[src/rtl/des_pkg.sv]
// Shared DES types, permutation tables, key-schedule constant and helpers.
// Table entries use DES numbering: entry value 1 names the MSB of the source word.
// Each table is packed 64 x 8 bits, first entry at index 63, zero-padded at the end.
package des_pkg;

  typedef logic [63:0] des_block_t;
  typedef logic [31:0] half_t;
  typedef logic [55:0] key56_t;
  typedef logic [47:0] subkey_t;

  typedef enum logic [1:0] {StIdle, StRound, StDone} state_e;

  typedef logic [63:0][7:0] perm_tbl_t;

  localparam perm_tbl_t IP_TBL = {
    8'd58, 8'd50, 8'd42, 8'd34, 8'd26, 8'd18, 8'd10, 8'd2,  8'd60, 8'd52, 8'd44, 8'd36,
    8'd28, 8'd20, 8'd12, 8'd4,  8'd62, 8'd54, 8'd46, 8'd38, 8'd30, 8'd22, 8'd14, 8'd6,
    8'd64, 8'd56, 8'd48, 8'd40, 8'd32, 8'd24, 8'd16, 8'd8,  8'd57, 8'd49, 8'd41, 8'd33,
    8'd25, 8'd17, 8'd9,  8'd1,  8'd59, 8'd51, 8'd43, 8'd35, 8'd27, 8'd19, 8'd11, 8'd3,
    8'd61, 8'd53, 8'd45, 8'd37, 8'd29, 8'd21, 8'd13, 8'd5,  8'd63, 8'd55, 8'd47, 8'd39,
    8'd31, 8'd23, 8'd15, 8'd7
  };

  localparam perm_tbl_t FP_TBL = {
    8'd40, 8'd8,  8'd48, 8'd16, 8'd56, 8'd24, 8'd64, 8'd32, 8'd39, 8'd7,  8'd47, 8'd15,
    8'd55, 8'd23, 8'd63, 8'd31, 8'd38, 8'd6,  8'd46, 8'd14, 8'd54, 8'd22, 8'd62, 8'd30,
    8'd37, 8'd5,  8'd45, 8'd13, 8'd53, 8'd21, 8'd61, 8'd29, 8'd36, 8'd4,  8'd44, 8'd12,
    8'd52, 8'd20, 8'd60, 8'd28, 8'd35, 8'd3,  8'd43, 8'd11, 8'd51, 8'd19, 8'd59, 8'd27,
    8'd34, 8'd2,  8'd42, 8'd10, 8'd50, 8'd18, 8'd58, 8'd26, 8'd33, 8'd1,  8'd41, 8'd9,
    8'd49, 8'd17, 8'd57, 8'd25
  };

  localparam perm_tbl_t E_TBL = {
    8'd32, 8'd1,  8'd2,  8'd3,  8'd4,  8'd5,  8'd4,  8'd5,  8'd6,  8'd7,  8'd8,  8'd9,
    8'd8,  8'd9,  8'd10, 8'd11, 8'd12, 8'd13, 8'd12, 8'd13, 8'd14, 8'd15, 8'd16, 8'd17,
    8'd16, 8'd17, 8'd18, 8'd19, 8'd20, 8'd21, 8'd20, 8'd21, 8'd22, 8'd23, 8'd24, 8'd25,
    8'd24, 8'd25, 8'd26, 8'd27, 8'd28, 8'd29, 8'd28, 8'd29, 8'd30, 8'd31, 8'd32, 8'd1,
    {16{8'd0}}
  };

  localparam perm_tbl_t P_TBL = {
    8'd16, 8'd7,  8'd20, 8'd21, 8'd29, 8'd12, 8'd28, 8'd17, 8'd1,  8'd15, 8'd23, 8'd26,
    8'd5,  8'd18, 8'd31, 8'd10, 8'd2,  8'd8,  8'd24, 8'd14, 8'd32, 8'd27, 8'd3,  8'd9,
    8'd19, 8'd13, 8'd30, 8'd6,  8'd22, 8'd11, 8'd4,  8'd25,
    {32{8'd0}}
  };

  localparam perm_tbl_t PC1_TBL = {
    8'd57, 8'd49, 8'd41, 8'd33, 8'd25, 8'd17, 8'd9,  8'd1,  8'd58, 8'd50, 8'd42, 8'd34,
    8'd26, 8'd18, 8'd10, 8'd2,  8'd59, 8'd51, 8'd43, 8'd35, 8'd27, 8'd19, 8'd11, 8'd3,
    8'd60, 8'd52, 8'd44, 8'd36, 8'd63, 8'd55, 8'd47, 8'd39, 8'd31, 8'd23, 8'd15, 8'd7,
    8'd62, 8'd54, 8'd46, 8'd38, 8'd30, 8'd22, 8'd14, 8'd6,  8'd61, 8'd53, 8'd45, 8'd37,
    8'd29, 8'd21, 8'd13, 8'd5,  8'd28, 8'd20, 8'd12, 8'd4,
    {8{8'd0}}
  };

  localparam perm_tbl_t PC2_TBL = {
    8'd14, 8'd17, 8'd11, 8'd24, 8'd1,  8'd5,  8'd3,  8'd28, 8'd15, 8'd6,  8'd21, 8'd10,
    8'd23, 8'd19, 8'd12, 8'd4,  8'd26, 8'd8,  8'd16, 8'd7,  8'd27, 8'd20, 8'd13, 8'd2,
    8'd41, 8'd52, 8'd31, 8'd37, 8'd47, 8'd55, 8'd30, 8'd40, 8'd51, 8'd45, 8'd33, 8'd48,
    8'd44, 8'd49, 8'd39, 8'd56, 8'd34, 8'd53, 8'd46, 8'd42, 8'd50, 8'd36, 8'd29, 8'd32,
    {16{8'd0}}
  };

  // Bit (r-1) set: round r rotates by one position (rounds 1, 2, 9, 16), otherwise by two.
  localparam logic [15:0] SHIFT_ONE = 16'h8103;

  // Generic bit permutation. The source occupies din[in_w-1:0]; the result is returned in
  // bits [out_w-1:0] with the upper bits zero.
  function automatic logic [63:0] apply_perm(input logic [63:0] din, input perm_tbl_t tbl,
                                             input int unsigned in_w, input int unsigned out_w);
    logic [63:0] res;
    logic [5:0]  dst;
    logic [5:0]  src;
    res = '0;
    for (int unsigned i = 0; i < 64; i++) begin
      if (i < out_w) begin
        dst = 6'(out_w - 1 - i);
        src = 6'(in_w - 32'(tbl[6'(63 - i)]));
        res[dst] = din[src];
      end
    end
    return res;
  endfunction

  function automatic logic [27:0] rotl28(input logic [27:0] x, input logic by_two);
    return by_two ? {x[25:0], x[27:26]} : {x[26:0], x[27]};
  endfunction

  function automatic logic [27:0] rotr28(input logic [27:0] x, input logic by_two);
    return by_two ? {x[1:0], x[27:2]} : {x[0], x[27:1]};
  endfunction

endpackage

[src/rtl/des_f_function.sv]
// DES round function f(R, K): expansion, subkey XOR, S-box substitution, P permutation.
//   r_i      [31:0] : right half entering the round
//   subkey_i [47:0] : round subkey
//   f_o      [31:0] : f-function result
module des_f_function
  import des_pkg::*;
(
  input  half_t   r_i,
  input  subkey_t subkey_i,
  output half_t   f_o
);

  subkey_t expanded;
  subkey_t mixed;
  half_t   sbox_out;

  assign expanded = 48'(apply_perm({32'h0, r_i}, E_TBL, 32, 48));
  assign mixed    = expanded ^ subkey_i;

  des_sbox u_sbox (
    .din_i  (mixed),
    .dout_o (sbox_out)
  );

  assign f_o = 32'(apply_perm({32'h0, sbox_out}, P_TBL, 32, 32));

endmodule

[src/rtl/des_sbox.sv]
// DES S-box substitution: eight 6-to-4 lookups.
//   din_i  [47:0] : expanded-and-keyed half block, bits 47:42 feed S1
//   dout_o [31:0] : substituted output, bits 31:28 come from S1
module des_sbox (
  input  logic [47:0] din_i,
  output logic [31:0] dout_o
);

  // Each box is 64 nibbles in row-major order (row 0 col 0 in the top nibble).
  localparam logic [7:0][255:0] S_TBL = {
    256'hE4D12FB83A6C5907_0F74E2D1A6CB9538_41E8D62BFC973A50_FC8249175B3EA06D,
    256'hF18E6B34972DC05A_3D47F28EC01A69B5_0E7BA4D158C6932F_D8A13F42B67C05E9,
    256'hA09E63F51DC7B428_D709346A285ECBF1_D6498F30B12C5AE7_1AD069874FE3B52C,
    256'h7DE3069A1285BC4F_D8B56F03472C1AE9_A690CB7DF13E5284_3F06A1D8945BC72E,
    256'h2C417AB6853FD0E9_EB2C47D150FA3986_421BAD78F9C5630E_B8C71E2D6F09A453,
    256'hC1AF92680D34E75B_AF427C9561DE0B38_9EF528C3704A1DB6_432C95FABE17608D,
    256'h4B2EF08D3C975A61_D0B7491AE35C2F86_14BDC37EAF680592_6BD814A7950FE23C,
    256'hD2846FB1A93E50C7_1FD8A374C56B0E92_7B419CE206ADF358_21E74A8DFC90356B
  };

  for (genvar gi = 0; gi < 8; gi++) begin : g_box
    logic [5:0] six;
    logic [5:0] idx;
    logic [7:0] msb;
    assign six = din_i[47 - 6 * gi -: 6];
    // Outer bits select the row, inner four the column.
    assign idx = {six[5], six[0], six[4:1]};
    assign msb = 8'd255 - {idx, 2'b00};
    assign dout_o[31 - 4 * gi -: 4] = S_TBL[7 - gi][msb -: 4];
  end

endmodule

[src/rtl/des_round_ctrl.sv]
// Iterative DES controller: one Feistel round per clock, one shared f-function.
//   clk, reset            : clock, synchronous active-high reset
//   in_valid / in_ready   : job handshake; in_decrypt, in_key, in_block sampled on accept
//   out_valid / out_ready : result handshake; out_block held while stalled
//   busy                  : job in flight (ROUND or DONE)
module des_round_ctrl
  import des_pkg::*;
#(
  parameter int unsigned ROUNDS = 16
) (
  input  logic        clk,
  input  logic        reset,
  input  logic        in_valid,
  output logic        in_ready,
  input  logic        in_decrypt,
  input  logic [63:0] in_key,
  input  logic [63:0] in_block,
  output logic        out_valid,
  input  logic        out_ready,
  output logic [63:0] out_block,
  output logic        busy
);

  localparam logic [4:0] LastRound = 5'(ROUNDS);

  state_e      state_q, state_d;
  logic [4:0]  round_q, round_d;
  half_t       l_q, l_d, r_q, r_d;
  logic [27:0] c_q, c_d, d_q, d_d;
  logic        dec_q, dec_d;
  des_block_t  out_block_q, out_block_d;

  logic        accept;
  logic        last_round;
  logic [3:0]  sched_idx;
  logic        one_step;
  logic [27:0] c_rot, d_rot;
  des_block_t  ip_blk, fp_blk;
  key56_t      pc1_cd;
  subkey_t     subkey;
  half_t       f_out, r_next;

  assign accept     = in_valid & in_ready;
  assign last_round = (round_q == LastRound);
  // Round 16 wraps to index 15 through the 4-bit subtraction.
  assign sched_idx  = round_q[3:0] - 4'd1;
  assign one_step   = SHIFT_ONE[sched_idx];

  // Key-schedule rotation for the current round, applied before PC2. Decrypt starts from
  // C0/D0 == C16/D16, so round 1 uses the loaded value unrotated and later rounds undo
  // the encrypt schedule by rotating right.
  always_comb begin
    c_rot = c_q;
    d_rot = d_q;
    if (!dec_q) begin
      c_rot = rotl28(c_q, !one_step);
      d_rot = rotl28(d_q, !one_step);
    end else if (round_q != 5'd1) begin
      c_rot = rotr28(c_q, !one_step);
      d_rot = rotr28(d_q, !one_step);
    end
  end

  assign subkey = 48'(apply_perm({8'h00, c_rot, d_rot}, PC2_TBL, 56, 48));

  des_f_function u_f (
    .r_i      (r_q),
    .subkey_i (subkey),
    .f_o      (f_out)
  );

  assign r_next = l_q ^ f_out;
  assign ip_blk = apply_perm(in_block, IP_TBL, 64, 64);
  assign pc1_cd = 56'(apply_perm(in_key, PC1_TBL, 64, 56));
  // Final swap: preoutput is {R16, L16}, and L16 is the outgoing R.
  assign fp_blk = apply_perm({r_next, r_q}, FP_TBL, 64, 64);

  // State register.
  always_ff @(posedge clk) begin
    if (reset) begin
      state_q <= StIdle;
    end else begin
      state_q <= state_d;
    end
  end

  // Next-state logic.
  always_comb begin
    state_d = state_q;
    unique case (state_q)
      StIdle:  if (in_valid) state_d = StRound;
      StRound: if (last_round) state_d = StDone;
      StDone:  if (out_ready) state_d = StIdle;
      default: state_d = StIdle;
    endcase
  end

  // Outputs decoded from the registered state.
  always_comb begin
    in_ready  = (state_q == StIdle);
    out_valid = (state_q == StDone);
    busy      = (state_q != StIdle);
    out_block = out_block_q;
  end

  // Datapath next-state.
  always_comb begin
    round_d     = round_q;
    l_d         = l_q;
    r_d         = r_q;
    c_d         = c_q;
    d_d         = d_q;
    dec_d       = dec_q;
    out_block_d = out_block_q;
    if (accept) begin
      l_d     = ip_blk[63:32];
      r_d     = ip_blk[31:0];
      c_d     = pc1_cd[55:28];
      d_d     = pc1_cd[27:0];
      dec_d   = in_decrypt;
      round_d = 5'd1;
    end else if (state_q == StRound) begin
      l_d = r_q;
      r_d = r_next;
      c_d = c_rot;
      d_d = d_rot;
      if (last_round) begin
        out_block_d = fp_blk;
      end else begin
        round_d = round_q + 5'd1;
      end
    end
  end

  always_ff @(posedge clk) begin
    if (reset) begin
      round_q     <= '0;
      l_q         <= '0;
      r_q         <= '0;
      c_q         <= '0;
      d_q         <= '0;
      dec_q       <= 1'b0;
      out_block_q <= '0;
    end else begin
      round_q     <= round_d;
      l_q         <= l_d;
      r_q         <= r_d;
      c_q         <= c_d;
      d_q         <= d_d;
      dec_q       <= dec_d;
      out_block_q <= out_block_d;
    end
  end

endmodule

[config.mk]
export PLATFORM = sky130hd
export DESIGN_NAME = des_round_ctrl
export DESIGN_NICKNAME = d
export VERILOG_FILES = /design/src/rtl/des_pkg.sv /design/src/rtl/des_f_function.sv /design/src/rtl/des_sbox.sv /design/src/rtl/des_round_ctrl.sv
export SDC_FILE = /design/constraint.sdc
export NUM_CORES = 1
export LEC_CHECK = 0
export BUFFER_PORTS_ARGS = -buffer_cell sky130_fd_sc_hd__buf_2
export CAP_MARGIN = 10
export CELL_PAD_IN_SITES_DETAIL_PLACEMENT = 1
export CELL_PAD_IN_SITES_GLOBAL_PLACEMENT = 2
export CORE_MARGIN = 4
export CORE_UTILIZATION = 35
export DETAILED_ROUTE_END_ITERATION = 16
export PLACE_DENSITY_LB_ADDON = 0.1
export SKIP_LAST_GASP = 1
export SLEW_MARGIN = 20
export SYNTH_ARGS = -nofsm -noshare
export SYNTH_HDL_FRONTEND = slang
export SYNTH_SLANG_ARGS = --single-unit
[constraint.sdc]
create_clock -name clk -period 10.15 [get_ports clk]
set_input_delay 1.5225 -clock clk [delete_from_list [all_inputs] [get_ports clk]]
set_output_delay 1.5225 -clock clk [all_outputs]
set_load 0.05 [all_outputs]
==> After elaboration in Yosys (flattened, before gate mapping) <==
Memories as Yosys holds them, arrays and structs flattened.
Index checks and enable logic that the tools add are counted.
{ "classes": {"n_addsub": 10, "n_mul": 0, "div": 0, "n_lt_le_gt_ge": 1, "eq_ne": 9, "n_shift": 8, "muxes": 24, "n_bitwise": 5, "reduce_logical": 9} }
{ "ops": {"columns": ["operator", "n"], "rows": [
  ["$shiftx A259 B9 Y4 const A", 8],
  ["$mux W28", 12],
  ["$mux W32", 4],
  ["$sub A8 B8 Y8 const A", 8],
  ["$xor A48 B48 Y48", 1],
  ["$xor A32 B32 Y32", 1],
  ["$mux W2", 3],
  ["$ne A2 B2 Y1 const B", 3],
  ["$pmux W2 S3", 1],
  ["$reduce_and A2 Y1", 3],
  ["$reduce_and A3 Y1", 2],
  ["$add A5 B1 Y5 const B", 1],
  ["$eq A5 B5 Y1 const B", 1],
  ["$lt A4 B5 Y1 const B", 1],
  ["$ne A5 B1 Y1 const B", 1],
  ["$mux W1", 4],
  ["$reduce_bool A2 Y1", 2],
  ["$sub A4 B1 Y4 const B", 1],
  ["$ne A3 B1 Y1 const B", 1],
  ["$eq A2 B1 Y1 const B", 1],
  ["$eq A2 B2 Y1 const B", 1],
  ["$logic_not A2 Y1", 1],
  ["$ne A2 B1 Y1 const B", 1],
  ["$not A1 Y1", 2],
  ["2 further kinds", 2]
]} }
{ "totals": {"ff_bits": 192, "latch_bits": 0, "ramBits": 0, "mem_bits_ro": 16, "inputBits": 133, "output_inout_bits": 67, "elab_cells": 78, "memories": 1} }
{ "mem_list": {"columns": ["memory", "words", "word_bits", "read_ports", "rd_ports_with_merged_regs", "write_ports", "line_no", "source"], "rows": [
  ["(name not given)", 16, 1, 1, 0, 0, "des_round_ctrl.sv:47", "assign one_step = SHIFT_ONE[sched_idx];"]
]} }

==> Longest topological paths before layout <==
{ "logic_depth": {"word_depth": 12, "depth_mapped": 24, "mapped_depth_nobuf": 21} }

==> Modules after synthesis <==
A second synthesis with hierarchy kept.
{ "hier_totals": {"cells_unflattened": 1912, "area_unflattened_um2": 14595.2} }
{ "modules_own_cells": {"columns": ["mod", "instances", "cells_per_inst", "area_each_um2", "seq_area_each_um2"], "rows": [
  ["des_round_ctrl", 1, 1181, 9497.9, 3843.7],
  ["des_sbox", 1, 683, 4677.0, 0.0],
  ["des_f_function", 1, 48, 420.4, 0.0]
]} }

==> Least setup slack after synthesis <==
Ideal clock, no wire load.
{ "synth_timing": {"path_type": "register to register", "startpoint": "reg round_q[1]", "endpoint": "reg r_q[30]", "setup_time_ns": 0.079, "t_arrival_ns": 4.588, "required_ns": 10.071, "setup_slack_ns": 5.483, "path_stages_with_launch": 19, "n_path_buf": 4, "period_less_slack_ns": 4.667, "path_cell_list": "dfxtp_1 -> inv_1 -> ha_1 -> nor2b_2 -> o21a_4 -> buf_6 -> buf_6 -> buf_6 -> nor3_1 -> a211oi_1 -> a2bb2oi_1 -> xnor2_1 -> ha_1 -> buf_1 -> mux4_2 -> a22o_1 -> o211a_1 -> or4_1 -> o211ai_1"} }
{ "synth_via": {"elab_chain_cells": 12, "elab_cells_between_ends": 14, "cone_classes": "add/sub: 2; eq/ne: 1; shift: 1; mux: 7; bitwise: 2; memory: 1"} }
{ "synth_rtl": {"columns": ["item", "line_no", "source"], "rows": [
  ["from (decl)", "des_round_ctrl.sv:27", "logic [4:0] round_q, round_d;"],
  ["from (signal assigned)", "des_round_ctrl.sv:145", "round_q <= round_d;"],
  ["$sub A4 B1 Y4", "des_round_ctrl.sv:46", "assign sched_idx = round_q[3:0] - 4'd1;"],
  ["$mem_v2 Z16 W1", null, null],
  ["$mux W1 (implied by the code)", "des_round_ctrl.sv:47", null],
  ["$mux W28", "des_pkg.sv:91", "return by_two ? {x[1:0], x[27:2]} : {x[0], x[27:1]};"],
  ["$mux W28", "des_round_ctrl.sv:58", "end else if (round_q != 5'd1) begin"],
  ["$mux W28 *", "des_round_ctrl.sv:55", "if (!dec_q) begin"],
  ["$xor A48 B48 Y48 *", "des_f_function.sv:18", "assign mixed = expanded ^ subkey_i;"],
  ["$sub A8 B8 Y8 *", "des_sbox.sv:28", "assign msb = 8'd255 - {idx, 2'b00};"],
  ["$shiftx A259 B9 Y4 *", "des_sbox.sv:29", "assign dout_o[31 - 4 * gi -: 4] = S_TBL[7 - gi][msb -: 4];"],
  ["$xor A32 B32 Y32 *", "des_round_ctrl.sv:72", "assign r_next = l_q ^ f_out;"],
  ["$mux W32 *", "des_round_ctrl.sv:122", "end else if (state_q == StRound) begin"],
  ["$mux W32 *", "des_round_ctrl.sv:115", "if (accept) begin"],
  ["to (signal assigned)", "des_round_ctrl.sv:147", "r_q <= r_d;"],
  ["to (decl)", "des_round_ctrl.sv:28", "half_t l_q, l_d, r_q, r_d;"]
]} }
Every way passes the cells marked *; elsewhere a longest branch is shown, timed or not. The select of a mux whose other input is x is not followed.
A chain may end at the register's enable or synchronous reset.

==> Worst setup path in the final report <==
{ "layout_timing": {"startpoint": "reg round_q[1]", "endpoint": "reg out_block_q[22], in the netlist out_block[22]"} }
{ "layout_via": {"elab_chain_cells": 10, "elab_cells_between_ends": 14, "cone_classes": "add/sub: 2; eq/ne: 2; shift: 1; mux: 5; bitwise: 2; reduce/logical: 1; memory: 1"} }
{ "layout_rtl": {"columns": ["item", "line_no", "source"], "rows": [
  ["$sub A4 B1 Y4", "des_round_ctrl.sv:46", null],
  ["$mem_v2 Z16 W1", null, null],
  ["$mux W1 (implied by the code)", "des_round_ctrl.sv:47", null],
  ["$mux W28", "des_pkg.sv:91", null],
  ["$mux W28", "des_round_ctrl.sv:58", null],
  ["$mux W28", "des_round_ctrl.sv:55", null],
  ["$xor A48 B48 Y48", "des_f_function.sv:18", null],
  ["$sub A8 B8 Y8", "des_sbox.sv:28", null],
  ["$shiftx A259 B9 Y4", "des_sbox.sv:29", null],
  ["$xor A32 B32 Y32", "des_round_ctrl.sv:72", null],
  ["to (signal assigned)", "des_round_ctrl.sv:151", "out_block_q <= out_block_d;"],
  ["to (decl)", "des_round_ctrl.sv:31", "des_block_t out_block_q, out_block_d;"]
]} }
Several ways; a longest one is shown, not always the timed one. The select of a mux whose other input is x is not followed.

==> flow_summary.rst <==
.. list-table::
   :header-rows: 1

   * - Metric
     - Value
   * - Total of endpoints with negative setup slack in the final report
     - 0
   * - Crit path arrival time
     - 7030 ps
   * - Total congestion overflow after global routing
     - 0
   * - Via count
     - 20,100
   * - Most frequent cells after synthesis
     - sky130_fd_sc_hd__nand2_1 (211), sky130_fd_sc_hd__a21oi_1 (209), sky130_fd_sc_hd__dfxtp_1 (192)
   * - Number of clock sinks
     - 192
   * - Signed area change from the synthesized netlist to the final layout
     - 9.35%
   * - Sequential cell area fraction in the yosys report
     - 0.218
   * - Async S/R FF share, synth
     - 0
   * - Setup Slack @ Placement
     - 3600 ps
   * - Total negative slack for setup checks
     - 0 ps
   * - Register bit count reported by yosys
     - 192
   * - Root cell of the clock tree
     - sky130_fd_sc_hd__clkbuf_16
   * - Hold Startpoint
     - out_block[13]
   * - Minimum clock period after layout
     - 6620 ps
   * - Maximum clock skew at final layout
     - 11.3 ps
   * - Number of failing hold endpoints at the final stage
     - 0
   * - Half-perimeter wire length after placement
     - 62,800 um
   * - Total of warnings raised by yosys
     - 0
   * - Worst-margin pin slew
     - 1030 ps
   * - Maximum number of pins on one net before global-route repair
     - 104
   * - Standard-cell row count
     - 82
   * - Final core utilization
     - 0.386
   * - Vias per std cell
     - 6.53
   * - Fmax
     - 151 MHz
   * - Finished Layout Cells
     - 3,073
   * - Biggest area consumer among synthesized cells
     - sky130_fd_sc_hd__dfxtp_1
   * - Post-synth top flop
     - sky130_fd_sc_hd__dfxtp_1
   * - Multi-input combinational cell area
     - 12,600 um^2
   * - Port Buf Inserts
     - 191
   * - Power per unit of standard cell area
     - 228 nW/um^2
   * - Req. time, crit path
     - 10,550 ps
   * - Max-slew violation total from the final report
     - 0
   * - RSZ-0062 raised after global routing
     - no
   * - Crit path capture type
     - flop
   * - Worst r2r path cells
     - 16
   * - CTS tree
     - yes
   * - Longest Clk Path Bufs
     - 2
   * - R2R Path Start
     - round_q[1]
   * - Worst min-delay path class
     - flop to flop
   * - Maximum ir drop on the vdd rail
     - 0.124 mV
   * - Die Wd
     - 233 um
   * - Max-cap violations
     - 0
   * - Worst flop-to-flop path endpoint
     - out_block[22]
   * - Static power due to leakage
     - 6.94 nW
   * - Post-CTS Resized
     - 0
   * - Area share of the largest cell type after synthesis
     - 0.218
   * - Number of filler instances in the final layout
     - 6,163
   * - Final Routed Wirelength
     - 86,000 um
   * - Maximum fanout along the worst path
     - 39
   * - Count of cell types in the netlist
     - 112
   * - Period utilisation layout
     - 0.653
   * - Cell depth of the worst min-delay path
     - 2
   * - Count of nets after finishing
     - 2,582
   * - Worst Hold End
     - out_block[13]
   * - Overall global routing resource usage
     - 0.309
   * - Sequential cell area
     - 3840 um^2
   * - Io pins
     - 200
   * - Reg-to-reg slack, setup
     - 3530 ps
   * - Vias in the first global route
     - 19,700
   * - Total die area
     - 54,100 um^2
   * - Post-Syn Nets
     - 2,545
   * - Syn avg cell area
     - 7.52 um^2
   * - DRC violation count after routing
     - 0
   * - H-tree depth
     - 4
   * - Core region area
     - 50,000 um^2
   * - Effective utilization at floorplan
     - 0.353
   * - Final weighted congestion in routability-driven placement
     - 0.928
   * - Number of instances in the synthesized netlist
     - 2,348
   * - Die Y-Extent
     - 233 um
   * - Biggest area contributors in the synthesized netlist
     - sky130_fd_sc_hd__dfxtp_1 (22%), sky130_fd_sc_hd__a21oi_1 (5.9%), sky130_fd_sc_hd__ha_1 (4.5%), sky130_fd_sc_hd__nand2_1 (4.5%), sky130_fd_sc_hd__a22oi_1 (4.0%)
   * - Number of buffers inserted for hold repair after clock tree synthesis
     - 0
   * - Number of synthesized flops with an enable pin
     - 0
   * - Inst Count DP
     - 3,038
   * - Share of post-route cells with drive strength above 1
     - 0.143
   * - Initial detailed-routing violation count
     - 1,974
   * - Max_slew headroom
     - 0.312
   * - Final setup slack of the worst path
     - 3530 ps
   * - 1st-pass router iterations
     - 5
   * - Clock latency on the worst-skew pair
     - 500 ps
   * - Cell area after technology mapping
     - 17,700 um^2
   * - Crit path kind
     - flop to flop
   * - Post-DRT Antenna Nets
     - 0
   * - First-pass GRT wire length
     - 128,000 um
   * - Antenna violations before repair
     - 4
   * - Kind of launch point of the worst setup path
     - flop
   * - Leading cell type by number of instances after synthesis
     - sky130_fd_sc_hd__nand2_1
   * - Clock-pin slew on the worst setup and hold paths
     - 80 ps
   * - Wire length per cell after detailed routing
     - 28.0 um
   * - Number of clock buffers inserted by TritonCTS
     - 17
   * - Status
     - complete, no violations
   * - Worst Hold Margin
     - 459 ps
   * - Count of buffers added by post-CTS timing repair for setup
     - 0
==> per-layer routing <==
layer  vias up  wire [um]  track usage
li1       9174          -            -
met1     10100      38200        0.418
met2       693      38000        0.472
met3       130       5460       0.0610
met4         0       4240        0.143
met5         -          0            0
==> area by class of cell <==
class	count	area share
well taps	672	0.0436
repair buffers	225	0.0632
diodes	3	0.000389
inverters	59	0.0115
multi-input cells	1890	0.652
clock buffers	20	0.0231
flip-flops and latches	192	0.199
clock inverters	12	0.00713
==> layout by cell type, fill, tap and decap left out, drive strengths merged, types with 45 or more instances in the layout <==
cell / n
buf: 224
nand2: 212
a21oi: 210
dfxtp: 192
nor2: 180
o21ai: 140
a22oi: 95
nor3: 83
inv: 66
a211oi: 65
ha: 64
nand3: 64
o211ai: 56
o31ai: 47
nand4: 45
==> kinds of logic after synthesis <==
| logic type | synth area share |
|---|---|
| adder cells (fa/ha/maj) | 0.0454 |
| XOR/XNOR | 0.0339 |
| multiplexers | 0.0271 |
| buffers and inverters | 0.0719 |
| AND/OR/NAND/NOR | 0.231 |
| AO/OA/AOI/OAI | 0.373 |
| flip-flops | 0.218 |
==> metrics by stage <==
step                total power, W  area, um^2
CTS                        0.00439       19300
floorplan                  0.00279       17700
global placement           0.00362       18700
global route               0.00469       19300
finish                     0.00441       19300
detailed placement         0.00365       18700
==> worst max-delay path, cell delays in order, from the launching register on <==
cell                       delay (ps)
sky130_fd_sc_hd__dfxtp_1          530
sky130_fd_sc_hd__inv_1            150
sky130_fd_sc_hd__ha_1             380
sky130_fd_sc_hd__nor2b_2          220
sky130_fd_sc_hd__o21a_4           350
sky130_fd_sc_hd__buf_4            330
sky130_fd_sc_hd__nor3_4           710
sky130_fd_sc_hd__a21boi_0         260
sky130_fd_sc_hd__o22ai_1          600
sky130_fd_sc_hd__xor2_2           650
sky130_fd_sc_hd__inv_2            260
sky130_fd_sc_hd__ha_1             310
sky130_fd_sc_hd__or2_2            330
sky130_fd_sc_hd__o311ai_0         360
sky130_fd_sc_hd__a21oi_1           70
sky130_fd_sc_hd__or4_1            670
sky130_fd_sc_hd__o311ai_1         310
==> state kept, by name, indices dropped and copies added, names as in the netlist <==
register / count
round_q: 5
d_q: 28
l_q: 32
dec_q: 1
c_q: 28
state_q: 2
r_q: 32
out_block: 64
==> worst max path at each step <==
stage	from	end	slack, ps	cells past startpoint
detailed placement	round_q[1]	out_block[22]	3600	16
CTS	round_q[1]	out_block[22]	3580	16
finish	round_q[1]	out_block[22]	3530	16
floorplan	round_q[1]	r_q[30]	5480	18
global route	round_q[1]	out_block[22]	3290	16
global placement	round_q[1]	out_block[22]	3660	16
==> where the power goes <==
| part | total, W | leakage, nW | switching [W] | internal, W |
|---|---|---|---|---|
| Clock | 0.000727 | 0.285 | 0.000370 | 0.000356 |
| Sequential | 0.000987 | 1.57 | 0.000166 | 0.000821 |
| Combinational | 0.00270 | 5.09 | 0.00178 | 0.000918 |
| Total | 0.00441 | 6.94 | 0.00232 | 0.00209 |
(Power assumes the default switching activity.)
